File: config.mk
export PLATFORM = sky130hd
export DESIGN_NAME = network_mul_share_arb_flat
export DESIGN_NICKNAME = d
export VERILOG_FILES = /design/src/rtl/network_mul_pkg.sv /design/src/rtl/network_mul_share_arb_if.sv /design/src/rtl/network_mul_dsp_core.sv /design/src/rtl/network_mul_share_arb.sv /design/src/flat_wrapper.sv
export SDC_FILE = /design/constraint.sdc
export NUM_CORES = 1
export LEC_CHECK = 0
export ABC_AREA = 0
export BUFFER_PORTS_ARGS = -buffer_cell sky130_fd_sc_hd__buf_2
export CORE_MARGIN = 4
export CORE_UTILIZATION = 48
export DETAILED_ROUTE_END_ITERATION = 10
export PLACE_DENSITY = 0.76
export SETUP_SLACK_MARGIN = 0.02
export SYNTH_ARGS = -nofsm -noshare
export SYNTH_HDL_FRONTEND = slang
export SYNTH_SLANG_ARGS = --single-unit
File: constraint.sdc
create_clock -name clk -period 10.2 [get_ports clk]
set_input_delay 1.02 -clock clk [delete_from_list [all_inputs] [get_ports clk]]
set_output_delay 1.02 -clock clk [all_outputs]
set_load 0.05 [all_outputs]
File: src/rtl/network_mul_pkg.sv
// Shared widths, latency and the in-flight tag type for the shared
// multiplier arbiter and its DSP core.
package network_mul_pkg;

    localparam int MUL_A_W  = 16;
    localparam int MUL_B_W  = 15;
    localparam int MUL_P_W  = 30;
    localparam int MUL_LAT  = 2;
    localparam int MUL_ID_W = 3;

    typedef struct packed {
        logic                valid;
        logic [MUL_ID_W-1:0] id;
    } mul_tag_t;

    // Sign-extend both operands to the product width so the multiply yields
    // exactly the low MUL_P_W bits of the true signed product.
    function automatic logic signed [MUL_P_W-1:0] mul_wrap(
        input logic signed [MUL_A_W-1:0] a,
        input logic signed [MUL_B_W-1:0] b
    );
        logic signed [MUL_P_W-1:0] a_x;
        logic signed [MUL_P_W-1:0] b_x;
        a_x = {{(MUL_P_W - MUL_A_W){a[MUL_A_W-1]}}, a};
        b_x = {{(MUL_P_W - MUL_B_W){b[MUL_B_W-1]}}, b};
        return a_x * b_x;
    endfunction

endpackage

File: src/rtl/network_mul_share_arb_if.sv
// Requester and result handshake bundle of the shared multiplier.
interface network_mul_share_arb_if #(
    parameter int NREQ = 4,
    parameter int IDW  = $clog2(NREQ)
);
    import network_mul_pkg::*;

    logic [NREQ-1:0]           req_valid;
    logic [NREQ-1:0]           req_ready;
    logic [NREQ*MUL_A_W-1:0]   req_a;
    logic [NREQ*MUL_B_W-1:0]   req_b;
    logic                      res_valid;
    logic                      res_ready;
    logic [IDW-1:0]            res_id;
    logic signed [MUL_P_W-1:0] res_p;

    modport master (
        output req_valid, req_a, req_b, res_ready,
        input  req_ready, res_valid, res_id, res_p
    );

    modport slave (
        input  req_valid, req_a, req_b, res_ready,
        output req_ready, res_valid, res_id, res_p
    );

endinterface

File: src/rtl/network_mul_dsp_core.sv
// Two-stage signed 16x15 multiplier (operand reg + product reg), clock-enabled,
// product truncated to 30 bits.
module network_mul_dsp_core
    import network_mul_pkg::*;
(
    input  logic                      clk,
    input  logic                      ce,
    input  logic signed [MUL_A_W-1:0] a,
    input  logic signed [MUL_B_W-1:0] b,
    output logic signed [MUL_P_W-1:0] p
);

    logic signed [MUL_A_W-1:0] a_r;
    logic signed [MUL_B_W-1:0] b_r;

    // NOTE: datapath regs carry no reset; the tag pipe beside them says when they hold a live op.
    always_ff @(posedge clk) begin
        if (ce) begin
            a_r <= a;
            b_r <= b;
            p   <= mul_wrap(a_r, b_r);
        end
    end

endmodule

File: src/rtl/network_mul_share_arb.sv
// Round-robin share of one pipelined multiplier between NREQ requesters, with
// a tag pipe tracking issuer ids and a backpressured result port.
module network_mul_share_arb
    import network_mul_pkg::*;
#(
    parameter int NREQ = 4,
    parameter int IDW  = $clog2(NREQ)
) (
    input  logic                   clk,
    input  logic                   reset_n,
    input  logic                   flush,
    network_mul_share_arb_if.slave bus,
    output logic                   busy
);

    logic                      ce;
    logic                      found;
    logic [IDW-1:0]            ptr;
    logic [IDW-1:0]            grant_id;
    logic [NREQ-1:0]           grant;
    logic signed [MUL_A_W-1:0] a_sel;
    logic signed [MUL_B_W-1:0] b_sel;
    logic signed [MUL_P_W-1:0] core_p;
    mul_tag_t                  pipe [MUL_LAT];

    // A held result freezes the core, the tag pipe and the arbiter together.
    assign ce = !(pipe[MUL_LAT-1].valid && !bus.res_ready);

    always_comb begin
        int idx;
        // NOTE: every output of this block gets a default first so no latch is inferred.
        idx      = 0;
        found    = 1'b0;
        grant_id = '0;
        grant    = '0;
        a_sel    = '0;
        b_sel    = '0;
        for (int k = 0; k < NREQ; k++) begin
            idx = int'(ptr) + k;
            if (idx >= NREQ) idx = idx - NREQ;
            if (!found && bus.req_valid[idx]) begin
                found    = 1'b1;
                grant_id = IDW'(idx);
                a_sel    = bus.req_a[idx*MUL_A_W +: MUL_A_W];
                b_sel    = bus.req_b[idx*MUL_B_W +: MUL_B_W];
            end
        end
        // Nothing is accepted while in reset, flushing or stalled.
        if (found && ce && !flush && reset_n) grant[grant_id] = 1'b1;
    end

    assign bus.req_ready = grant;

    always_ff @(posedge clk or negedge reset_n) begin
        if (!reset_n) begin
            ptr <= '0;
            for (int i = 0; i < MUL_LAT; i++) pipe[i] <= '0;
        end else if (flush) begin
            ptr <= '0;
            for (int i = 0; i < MUL_LAT; i++) pipe[i] <= '0;
        end else if (ce) begin
            pipe[0].valid <= |grant;
            pipe[0].id    <= MUL_ID_W'(grant_id);
            for (int i = 1; i < MUL_LAT; i++) pipe[i] <= pipe[i-1];
            if (|grant) ptr <= (grant_id == IDW'(NREQ - 1)) ? '0 : grant_id + IDW'(1);
        end
    end

    network_mul_dsp_core u_core (
        .clk (clk),
        .ce  (ce),
        .a   (a_sel),
        .b   (b_sel),
        .p   (core_p)
    );

    // Outputs read as zero whenever no live result is presented.
    assign bus.res_valid = pipe[MUL_LAT-1].valid;
    assign bus.res_id    = pipe[MUL_LAT-1].valid ? pipe[MUL_LAT-1].id[IDW-1:0] : '0;
    assign bus.res_p     = pipe[MUL_LAT-1].valid ? core_p : '0;

    always_comb begin
        busy = 1'b0;
        for (int i = 0; i < MUL_LAT; i++) busy = busy | pipe[i].valid;
    end

endmodule

File: src/flat_wrapper.sv
// flat-port wrapper written by rule: the top's interface ports become plain ports
module network_mul_share_arb_flat import network_mul_pkg::*;
#(
    parameter int NREQ = 4,
    parameter int IDW  = $clog2(NREQ)
)
  (clk, reset_n, flush, busy, bus_req_valid, bus_req_a, bus_req_b, bus_res_ready, bus_req_ready, bus_res_valid, bus_res_id, bus_res_p);
  network_mul_share_arb_if #(.NREQ(NREQ), .IDW(IDW)) bus_i ();
  input  logic clk;
  input  logic reset_n;
  input  logic flush;
  output logic busy;
  input wire logic [$bits(bus_i.req_valid)-1:0] bus_req_valid;
  input wire logic [$bits(bus_i.req_a)-1:0] bus_req_a;
  input wire logic [$bits(bus_i.req_b)-1:0] bus_req_b;
  input wire logic [$bits(bus_i.res_ready)-1:0] bus_res_ready;
  output wire logic [$bits(bus_i.req_ready)-1:0] bus_req_ready;
  output wire logic [$bits(bus_i.res_valid)-1:0] bus_res_valid;
  output wire logic [$bits(bus_i.res_id)-1:0] bus_res_id;
  output wire logic [$bits(bus_i.res_p)-1:0] bus_res_p;
  assign bus_i.req_valid = bus_req_valid;
  assign bus_i.req_a = bus_req_a;
  assign bus_i.req_b = bus_req_b;
  assign bus_i.res_ready = bus_res_ready;
  assign bus_req_ready = bus_i.req_ready;
  assign bus_res_valid = bus_i.res_valid;
  assign bus_res_id = bus_i.res_id;
  assign bus_res_p = bus_i.res_p;
  network_mul_share_arb #(.NREQ(NREQ), .IDW(IDW)) u_core (.clk(clk), .reset_n(reset_n), .flush(flush), .bus(bus_i), .busy(busy));
endmodule
==> impl.org <==
** Critical path
- The worst setup path is of the reg2reg kind.
- Cell type group with the largest total delay on the critical path :: adder cells
- Together, buffers and inverters on the worst path number 6.
- On the worst path, the slowest cell contributes a delay of 0.61 ns.
- STA classifies the critical path endpoint as a flop.
- Chain of cells forming the critical path :: and2_1 -> fa_1 -> inv_1 -> fa_1 -> inv_1 -> fa_1 -> inv_1 -> fa_1 -> inv_1 -> fa_1 -> inv_1 -> fa_1 -> inv_1 -> ha_1 -> nor2_1 -> or3_1 -> o211ai_1 -> a211oi_1 -> o21bai_1 -> a311oi_1 -> xnor2_1
- STA classifies the critical path startpoint as a flop.
- Critical-path top delay cell :: sky130_fd_sc_hd__edfxtp_1
- STA puts the critical path data arrival time at 6.82 ns.
- For the worst setup path, the data required time is 10.30 ns.
- CP Max Fanout :: 15

** Cells and area
- Total area of sequential cells :: 2040 µm²
- The multi-input combinational cells in the finished layout cover a total of 18400 µm².
- The layout has 4363 filler cells.
- Final net count :: 3074
- The area growth from synthesis to layout is 5.19%.
- Ratio of cells with drive above 1 in the final layout :: 0.170

** Routing
- Final wirelength :: 85.0 mm
- The detailed router put a total of 32.8 mm of wire on met1.
- After detailed routing, no signal wire sits above met4.
- In the routed layout, each cell is associated on average with a via count of 6.46.
- Initial DRC count :: 2573
- Routed length on met2 :: 38.9 mm
- Detailed routing placed a total of 7.41 mm of wire on met3.
- The count of nets left with antenna violations once routing finished came out at 0.
- WL per Instance :: 26.3 µm
- The routed layout has 20900 vias.
- DRC :: 0
- TritonRoute pass-1 iters :: 6

** Clock network
- Num CTS Buffers :: 9
- Total of hold buffers inserted after clock tree synthesis :: 0
- Clock tree sinks :: 69
- Clock latency on the worst-skew pair, taken at its later pin, is 0.36 ns.
- CTS H-Tree Depth :: 3
- TritonCTS built the clock tree.
- Count of buffers added by post-CTS timing repair for setup :: 0
- Clock-pin slew was measured on the worst setup and hold paths at 0.07 ns.
- Largest buffer count on any clock path :: 2
- Clock Root Buffer :: sky130_fd_sc_hd__clkbuf_16
- Post-CTS repair changed the size of 0 cells.

** Logic synthesis
- Summed over all instances, the cell type with the most area after synthesis is sky130_fd_sc_hd__fa_1.
- Yosys mapped the design onto 86 distinct sky130hd cell types.
- After synthesis, the share of flip-flops with an asynchronous set or reset is 0.116.
- After synthesis, the cell types taking the most area are sky130_fd_sc_hd__fa_1 (20%), sky130_fd_sc_hd__mux4_2 (10%), sky130_fd_sc_hd__edfxtp_1 (8.0%).
- Post-synth net total :: 3061
- During synthesis, Yosys emitted a total of 0 warnings.
- In this run, synthesis inferred 61 flip-flops with an integrated enable.
- Ys flop type :: sky130_fd_sc_hd__edfxtp_1
- Fraction of post-synthesis cell area in the top cell type by area :: 0.202
- In the synthesized netlist, the number of instances is 2605.
- After synthesis, the most frequently instantiated cells are sky130_fd_sc_hd__inv_1 (360), sky130_fd_sc_hd__nand2_1 (264), sky130_fd_sc_hd__fa_1 (230).
- Total standard cell area after synthesis :: 22800 µm²
- The share of the Yosys chip area taken by registers is 0.0892.
- Flip-flop and latch count after synthesis :: 69
- Averaged over all synthesized cells, the footprint is 8.74 µm².
- Library cell with the highest instance count after synthesis :: sky130_fd_sc_hd__inv_1

** Global routing
- The first global-routing pass estimated 129 mm of wire.
- Maximum number of pins on one net before global-route repair :: 142
- GRT Residual Overflow :: 0
- Global router's overall resource usage :: 0.330
- The number of antenna violations at the first check in global routing came to 2.
- The number of global-route vias before repair came to 21100.

** Timing
- Setup repair after global routing left no endpoint under its margin.
- Fin. Hold Viols :: 0
- Pin slew with the least headroom to its limit :: 1.05 ns
- Dividing the final minimum period by the clock period gives 0.659.
- Layout Skew :: 0.00934 ns
- Maximum frequency from static timing analysis :: 0.149 GHz
- Min Clock Period, post-route :: 6.73 ns
- The max-slew violation count was 0.
- TNS Setup :: 0 ns
- Setup violations remaining at the end of the flow were counted as 0.
- Tightest slew margin relative to the limit :: 0.298
- Hold is met by 0.503 ns.

** Status
- Result of the run :: finished clean

** Job
- Max-cap violations :: 0

** Min path
- The path class of the tightest hold or removal check is in2async.

** Placed design
- Routability Congestion :: 1.04
- PortBufs :: 169
- Detailed placement finished with a half-perimeter wire length of 66.9 mm.

** Floorplan
- For this configuration, the core starts out at a cell density of 0.487.
- Number of cell rows :: 79
- Floorplan core area :: 46800 µm²
- Die footprint :: 51000 µm²
- In this run the horizontal extent of the chip is 226 µm.
- In this run the vertical extent of the chip is 226 µm.
- In this run the count of I/O pins placed on the die edge is 170.
==> cells in the final DEF, fill, tap and decap left out, types with 27 or more instances in the layout <==
cell and instances:
sky130_fd_sc_hd__o22ai_1 29, sky130_fd_sc_hd__mux4_2 105, sky130_fd_sc_hd__o21ai_0 110, sky130_fd_sc_hd__ha_1 89
sky130_fd_sc_hd__mux2i_1 179, sky130_fd_sc_hd__a211oi_1 42, sky130_fd_sc_hd__o221ai_1 44, sky130_fd_sc_hd__nor2_1 158
sky130_fd_sc_hd__buf_2 169, sky130_fd_sc_hd__fa_1 230, sky130_fd_sc_hd__and2_1 156, sky130_fd_sc_hd__nor3_1 30
sky130_fd_sc_hd__mux2_2 90, sky130_fd_sc_hd__nand2_1 264, sky130_fd_sc_hd__a21oi_1 73, sky130_fd_sc_hd__nand2b_1 27
sky130_fd_sc_hd__edfxtp_1 61, sky130_fd_sc_hd__nand3_1 27, sky130_fd_sc_hd__inv_1 358, sky130_fd_sc_hd__buf_4 28
==> cells by family after synthesis <==
kind of cell    share of synthesized area
other cells                      0.000165
xor+xnor                           0.0135
compound gates                      0.150
buf+inv                             0.104
fa+ha+maj                           0.254
simple gates                        0.153
mux                                 0.236
flops                              0.0892
==> metrics by stage <==
stage / cells / util / setup WS [ns] / cell area, µm²
2_1_floorplan: 2605 / - / 4.10 / 22800
3_3_place_gp: 3214 / 0.506 / 3.67 / 23600
3_5_place_dp: 3214 / 0.506 / 3.54 / 23600
4_1_cts: 3230 / 0.512 / 3.53 / 23900
5_1_grt: 3230 / 0.512 / 3.05 / 23900
6_report: 3232 / 0.512 / 3.47 / 24000
==> area by class of cell <==
class,count,area share
clock inverters,4,0.00151
diodes,2,0.000209
flip-flops and latches,69,0.0850
multi-input cells,1975,0.768
inverters,365,0.0573
repair buffers,198,0.0449
well taps,607,0.0317
clock buffers,12,0.0116
==> routing by layer <==
layer | GRT usage | up-vias
met1 | 0.426 | 10300
met4 | 0.186 | 0
met3 | 0.0539 | 276
met5 | 0 | -
li1 | - | 9122
met2 | 0.528 | 1201
==> flip-flops by register name, summed over array words and instances (netlist names) <==
register,count
u_core.u_core.p,30
u_core.pipe,5
u_core.u_core.b_r,15
u_core.u_core.a_r,16
u_core.bus.res_valid,1
u_core.ptr,2
==> final timing paths <==
path	from	endpoint	slack (ns)	cells after the start
hold reg to reg	u_core.pipe[0]	u_core.pipe[0]	0.52	2
min in group clk	u_core.pipe[0]	u_core.pipe[0]	0.52	2
setup reg to reg	u_core.u_core.a_r[5]	u_core.u_core.p[29]	3.47	21
max in group asynchronous	reset_n	u_core.ptr[0]	9.50	1
setup / recovery	u_core.u_core.a_r[5]	u_core.u_core.p[29]	3.47	21
hold / removal	reset_n	u_core.pipe[0]	0.50	1
Power is not shown: default switching activity piles up to over one toggle a cycle in this logic, so the estimate is an artifact.
